==> src/rtl/mips_cpu_pkg.sv <==
// Shared minimips types plus the instruction player's state type.
//   inst_t / word_t  : 32-bit instruction / data word
//   reverse()        : bit reversal of an instruction word
//   player_state_t   : minimips_inst_player FSM states
//   INST_NOP         : all-zero instruction driven while the player is idle
package mips_cpu_pkg;

    typedef logic [31:0] word_t;
    typedef logic [31:0] inst_t;

    function automatic inst_t reverse(input inst_t x);
        inst_t r;
        for (int i = 0; i < 32; i++) begin
            r[i] = x[31-i];
        end
        return r;
    endfunction

    typedef enum logic [1:0] {
        PL_IDLE,
        PL_RUN,
        PL_DONE
    } player_state_t;

    localparam inst_t INST_NOP = '0;

endpackage

==> src/rtl/minimips_inst_player_inst_buf.sv <==
// Program storage for minimips_inst_player.
//   clk   : write clock
//   we    : write enable, waddr/wdata : synchronous write port
//   raddr : combinational read address, rdata : read data
// Storage carries no reset; contents are meaningless until written.
module inst_buf #(
    parameter int DEPTH  = 16,
    parameter int INST_W = 32,
    localparam int AW    = $clog2(DEPTH)
) (
    input  logic              clk,
    input  logic              we,
    input  logic [AW-1:0]     waddr,
    input  logic [INST_W-1:0] wdata,
    input  logic [AW-1:0]     raddr,
    output logic [INST_W-1:0] rdata
);

    logic [INST_W-1:0] mem [DEPTH];

    always_ff @(posedge clk) begin
        if (we) mem[waddr] <= wdata;
    end

    assign rdata = mem[raddr];

endmodule

==> src/rtl/minimips_inst_player.sv <==
// Instruction sequencer feeding minimips outer_inst/en.
//   cpu_clk_50M, cpu_rst_n       : clock, async active-low reset
//   ld_valid/ld_ready/ld_inst    : program load handshake (IDLE only)
//   clear, start                 : IDLE controls (clear > start > load)
//   stop, stall                  : RUN controls (stop > stall)
//   n_iter                       : pass count sampled at start, 0 = forever
//   en, outer_inst               : registered drive into minimips
//   busy, done                   : RUN indication, completion pulse
//   prog_len, iter_cnt           : loaded length, completed passes
module minimips_inst_player
    import mips_cpu_pkg::*;
#(
    parameter int DEPTH   = 16,
    parameter int INST_W  = 32,
    parameter int ITER_W  = 8,
    parameter bit REVERSE = 1'b1,
    localparam int AW     = $clog2(DEPTH),
    localparam int PW     = AW + 1
) (
    input  logic              cpu_clk_50M,
    input  logic              cpu_rst_n,
    input  logic              ld_valid,
    output logic              ld_ready,
    input  logic [INST_W-1:0] ld_inst,
    input  logic              clear,
    input  logic              start,
    input  logic              stop,
    input  logic              stall,
    input  logic [ITER_W-1:0] n_iter,
    output logic              en,
    output logic [INST_W-1:0] outer_inst,
    output logic              busy,
    output logic              done,
    output logic [PW-1:0]     prog_len,
    output logic [ITER_W-1:0] iter_cnt
);

    player_state_t     state, state_n;
    logic [AW-1:0]     rd_ptr, rd_ptr_n, cur_ptr;
    logic [PW-1:0]     prog_len_n;
    logic [ITER_W-1:0] iter_n, lim_q, lim_n, cur_iter, cur_lim, iter_sat;
    logic              fin, fin_n, en_n, we, do_step, last_slot, pass_final;
    logic [INST_W-1:0] inst_n, rd_data, rd_word;

    inst_buf #(.DEPTH(DEPTH), .INST_W(INST_W)) u_buf (
        .clk   (cpu_clk_50M),
        .we    (we),
        .waddr (prog_len[AW-1:0]),
        .wdata (ld_inst),
        .raddr (cur_ptr),
        .rdata (rd_data)
    );

    if (REVERSE) begin : g_rev
        assign rd_word = INST_W'(reverse(inst_t'(rd_data)));
    end else begin : g_pass
        assign rd_word = rd_data;
    end

    assign ld_ready = (state == PL_IDLE) && (prog_len < PW'(DEPTH)) && !start && !clear;
    assign busy     = (state == PL_RUN);
    assign done     = (state == PL_DONE);

    // The start edge already emits mem[0], so it steps as if rd_ptr=0,
    // iter_cnt=0 and the limit were the live n_iter.
    assign cur_ptr  = (state == PL_IDLE) ? '0 : rd_ptr;
    assign cur_iter = (state == PL_IDLE) ? '0 : iter_cnt;
    assign cur_lim  = (state == PL_IDLE) ? n_iter : lim_q;

    assign last_slot  = ({1'b0, cur_ptr} == prog_len - PW'(1));
    assign iter_sat   = (&cur_iter) ? cur_iter : cur_iter + 1'b1;
    assign pass_final = (cur_lim != '0) &&
                        (({1'b0, cur_iter} + 1'b1) >= {1'b0, cur_lim});

    always_comb begin
        state_n    = state;
        rd_ptr_n   = rd_ptr;
        prog_len_n = prog_len;
        iter_n     = iter_cnt;
        lim_n      = lim_q;
        fin_n      = fin;
        en_n       = en;
        inst_n     = outer_inst;
        we         = 1'b0;
        do_step    = 1'b0;
        case (state)
            PL_IDLE: begin
                en_n   = 1'b0;
                inst_n = '0;
                if (clear) begin
                    prog_len_n = '0;
                end else if (start && prog_len != '0) begin
                    lim_n   = n_iter;
                    iter_n  = '0;
                    fin_n   = 1'b0;
                    state_n = PL_RUN;
                    do_step = 1'b1;
                end else if (ld_valid && ld_ready) begin
                    we         = 1'b1;
                    prog_len_n = prog_len + 1'b1;
                end
            end
            PL_RUN: begin
                if (stop) begin
                    state_n = PL_IDLE;
                    en_n    = 1'b0;
                    inst_n  = '0;
                    fin_n   = 1'b0;
                end else if (stall) begin
                    en_n = 1'b0;
                end else if (fin) begin
                    // last instruction of the final pass has been shown
                    state_n = PL_DONE;
                    en_n    = 1'b0;
                    inst_n  = '0;
                    fin_n   = 1'b0;
                end else begin
                    do_step = 1'b1;
                end
            end
            PL_DONE: begin
                state_n = PL_IDLE;
                en_n    = 1'b0;
                inst_n  = '0;
            end
            default: begin
                state_n = PL_IDLE;
                en_n    = 1'b0;
                inst_n  = '0;
            end
        endcase
        if (do_step) begin
            inst_n = rd_word;
            en_n   = 1'b1;
            if (last_slot) begin
                iter_n   = iter_sat;
                rd_ptr_n = '0;
                fin_n    = pass_final;
            end else begin
                rd_ptr_n = cur_ptr + 1'b1;
            end
        end
    end

    always_ff @(posedge cpu_clk_50M or negedge cpu_rst_n) begin
        if (!cpu_rst_n) begin
            state      <= PL_IDLE;
            rd_ptr     <= '0;
            prog_len   <= '0;
            iter_cnt   <= '0;
            lim_q      <= '0;
            fin        <= 1'b0;
            en         <= 1'b0;
            outer_inst <= '0;
        end else begin
            state      <= state_n;
            rd_ptr     <= rd_ptr_n;
            prog_len   <= prog_len_n;
            iter_cnt   <= iter_n;
            lim_q      <= lim_n;
            fin        <= fin_n;
            en         <= en_n;
            outer_inst <= inst_n;
        end
    end

endmodule
==> config.mk <==
export PLATFORM = sky130hd
export DESIGN_NAME = minimips_inst_player
export DESIGN_NICKNAME = d
export VERILOG_FILES = /design/src/rtl/mips_cpu_pkg.sv /design/src/rtl/minimips_inst_player_inst_buf.sv /design/src/rtl/minimips_inst_player.sv
export SDC_FILE = /design/constraint.sdc
export NUM_CORES = 1
export LEC_CHECK = 0
export ABC_AREA = 1
export BUFFER_PORTS_ARGS = -buffer_cell sky130_fd_sc_hd__buf_4
export CAP_MARGIN = 20
export CORE_UTILIZATION = 65
export DETAILED_ROUTE_END_ITERATION = 12
export GPL_ROUTABILITY_DRIVEN = 1
export GPL_TIMING_DRIVEN = 0
export PLACE_DENSITY_LB_ADDON = 0.1
export SLEW_MARGIN = 20
export SYNTH_ARGS = -nofsm -noshare
export SYNTH_HDL_FRONTEND = slang
export SYNTH_SLANG_ARGS = --single-unit
==> constraint.sdc <==
create_clock -name cpu_clk_50M -period 9.06 [get_ports cpu_clk_50M]
set_input_delay 0.453 -clock cpu_clk_50M [delete_from_list [all_inputs] [get_ports cpu_clk_50M]]
set_output_delay 0.453 -clock cpu_clk_50M [all_outputs]
set_load 0.01 [all_outputs]
==> results.sh <==
export IMPL_antenna_found_initial=1
export IMPL_stdcell_area_mm2=0.02717
export IMPL_clockBufferDepth=3
export IMPL_grt_pass1_vias=16350
export IMPL_crit_path_max_fanout=17
export IMPL_crit_slowest_cell="nor2_4"
export IMPL_finalHoldViolations=10
export IMPL_netlist_area_mm2=0.02343
export IMPL_p_leak_nw=10.23
export IMPL_critPathBufInv=4
export IMPL_final_nets=2282
export IMPL_rows=69
export IMPL_coreArea_mm2=0.03548
export IMPL_holdBufCountCts=0
export IMPL_initial_core_util_pct=66.02
export IMPL_post_cts_setup_buffers=0
export IMPL_grt_pass1_wl_mm=101.6
export IMPL_maxSlewViolCount=0
export IMPL_ios=96
export IMPL_yosys_warnings=0
export IMPL_fmax_mhz=319.0
export IMPL_setup_tns_ns=0
export IMPL_synth_seq_cells=573
export IMPL_cts_tree="built"
export IMPL_pwr_density_cell_mw_per_mm2=242.4
export IMPL_synthToLayoutAreaGrowth_pct=15.96
export IMPL_setup_viol=0
export IMPL_worstPathArrival_ns=3.42
export IMPL_wl_per_cell_um=25.72
export IMPL_grtUsageTotal_pct=39.08
export IMPL_fin_skew_ns=0.01691
export IMPL_grt_max_degree=62
export IMPL_vias_per_cell=6.353
export IMPL_status="finished with violations"
export IMPL_port_buffers=95
export IMPL_route_detailed_drc=0
export IMPL_failed_checks="hold timing"
export IMPL_startpoint_type="flop"
export IMPL_gp_congestion=0.8737
export IMPL_syn_inst=2045
export IMPL_drive_above_1_share_pct=13.42
export IMPL_worst_slack_ns=5.925
export IMPL_vias=17330
export IMPL_die_area_mm2=0.03680
export IMPL_numClockSinks=573
export IMPL_criticalPathCategory="flop to flop"
export IMPL_dp_slack_ns=5.954
export IMPL_path_cells="nor2_4 -> buf_4 -> nand3_1 -> inv_1 -> nand2_1 -> inv_1 -> nand2_1 -> nor2_4 -> buf_12"
export IMPL_ir_drop_mv=0.2272
export IMPL_drv_cap=0
export IMPL_min_path_type="input port to asynchronous set/reset pin"
export IMPL_cp_startpoint="state[1]$_DFFE_PN0P_"
export IMPL_routed_wl_mm=70.17
export IMPL_cts_reportedPaths_clkPinSlew_ns=0.06
export IMPL_placed_area_mm2=0.02537
export IMPL_cts_root_buf="clkbuf_16"
export IMPL_fin_crit_ns=3.135
export IMPL_worstMarginPinSlew_ns=1.157
export IMPL_syn_num_nets=2106
export IMPL_cpLargestDelayFamily="simple AND/OR/NAND/NOR gates"
export IMPL_slowest_delay_ns=0.69
export IMPL_die_height_um=191.8
export IMPL_critical_path_required_ns=9.35
export IMPL_first_iter_violations=2545
export IMPL_h_tree_depth=2
export IMPL_yosysUniqueCellTypes=30
export IMPL_die_x_um=191.8
export IMPL_numCtsBuffers=55
export IMPL_firstDrtPassIters=6
export IMPL_ys_seq_area_share_pct=72.14
export IMPL_period_share_pct=34.60
export IMPL_maxSlewHeadroom_pct=22.84
export IMPL_end_kind="flop"
export IMPL_syn_avg_cell_area_um2=11.46
export IMPL_r2r_start="state[1]$_DFFE_PN0P_"
export IMPL_rsz0062_at_grt="no"
export IMPL_final_cell_mix="nand2_1, edfxtp_1, nand3_1"
export IMPL_insertion_delay_ns=0.60
export IMPL_antenna_left=0
export IMPL_mostFrequentLayoutCell="nand2_1"
export IMPL_place_hpwl_mm=45.10
export IMPL_cts_resized=0
export IMPL_timing_hold_ws_ns=-0.01007
export IMPL_grt_overflow=0
worst reg2reg max path: cells and delay by family, from the launching register on:
family,cells,cell delay [ns]
AND/OR/NAND/NOR,5,1.52
flip-flops,1,0.47
buffers and inverters,4,0.83
synth_stat cells:
cell type / count / area [um^2]
buf_6: 1 / 11.26
o31ai_1: 1 / 7.510
a22oi_1: 1 / 7.510
xnor2_1: 2 / 17.52
inv_2: 3 / 11.26
ha_1: 14 / 175.2
clkbuf_1: 33 / 123.9
nand2_1: 692 / 2597
o21ai_1: 5 / 25.02
or2_2: 1 / 6.260
o21ai_0: 23 / 115.1
buf_2: 70 / 350.3
nor2_1: 39 / 146.4
o22ai_1: 6 / 37.54
dfrtp_1: 61 / 1526
nand3_2: 1 / 10.01
nor2_2: 3 / 18.77
nand4_1: 4 / 25.02
nor2_4: 3 / 33.78
a21oi_1: 4 / 20.02
nand3b_1: 1 / 7.510
xor2_1: 2 / 17.52
buf_4: 3 / 22.52
o21ai_2: 1 / 8.760
nand2_2: 1 / 6.260
o21bai_1: 1 / 7.510
buf_1: 12 / 45.04
nand3_1: 500 / 2502
inv_1: 45 / 168.9
edfxtp_1: 512 / 15370
state kept, by name, indices dropped and copies added (netlist names):
name	flops
u_buf.mem	512
outer_inst	32
iter_cnt	8
lim_q	8
prog_len	5
rd_ptr	4
state	2
en	1
fin	1
cells by family (layout without fill, tap and decap cells):
family | after synthesis | count (layout) | synth area share [%]
other | 0 | 1 | 0
buffers and inverters | 167 | 388 | 3.130
AO/OA/AOI/OAI | 42 | 42 | 0.9774
flip-flops | 573 | 573 | 72.14
adder cells (fa/ha/maj) | 14 | 14 | 0.7477
XOR/XNOR | 4 | 4 | 0.1496
AND/OR/NAND/NOR | 1245 | 1245 | 22.85
routing by layer:
metal | part of all wire [%] | vias to the layer above | track usage, %
met5 | 0 | - | 0
met1 | 35 | 8211 | 52.57
met2 | 46 | 1401 | 61.00
li1 | - | 7501 | -
met3 | 14 | 219 | 8.971
met4 | 4.8 | 0 | 18.25
per-stage QoR:
step / instances / total power, mW / util (%)
finish: 2728 / 6.585 / 76.56
detailed placement: 2625 / 4.314 / 71.51
global placement: 2601 / 4.269 / 69.66
CTS: 2727 / 6.541 / 76.55
floorplan: 2045 / 3.781 / -
global route: 2727 / 6.772 / 76.56
final timing paths:
kind                                                   end  slack [ns]  cells after the start
worst max register to register  u_buf.mem[13][1]$_DFFE_PP_        5.93                      9
max in group asynchronous       outer_inst[25]$_DFFE_PN0P_        8.38                      1
worst min-delay path            outer_inst[13]$_DFFE_PN0P_       -0.01                      1
worst max-delay path            u_buf.mem[13][1]$_DFFE_PP_        5.93                      9
worst min register to register  outer_inst[18]$_DFFE_PN0P_        0.48                      2
min in group cpu_clk_50M              lim_q[4]$_DFFE_PN0P_        0.07                      2
power breakdown:
part / total, mW / switching [mW] / internal, mW
combinational: 1.33 / 0.974 / 0.355
clock: 2.27 / 0.959 / 1.32
sequential: 2.98 / 0.0372 / 2.94
total: 6.58 / 1.97 / 4.61
final cells by class:
| cell class | instances | area, um^2 |
|---|---|---|
| Antenna cell | 1 | 2.502 |
| Buffer | 119 | 554.3 |
| Clock buffer | 83 | 1624 |
| Clock inverter | 19 | 166.4 |
| Fill cell | 2217 | 8315 |
| Inverter | 48 | 180.2 |
| Multi-Input combinational cell | 1305 | 5913 |
| Sequential cell | 573 | 16900 |
| Tap cell | 461 | 576.8 |
| Timing Repair Buffer | 119 | 1249 |
(Power assumes the default switching activity.)
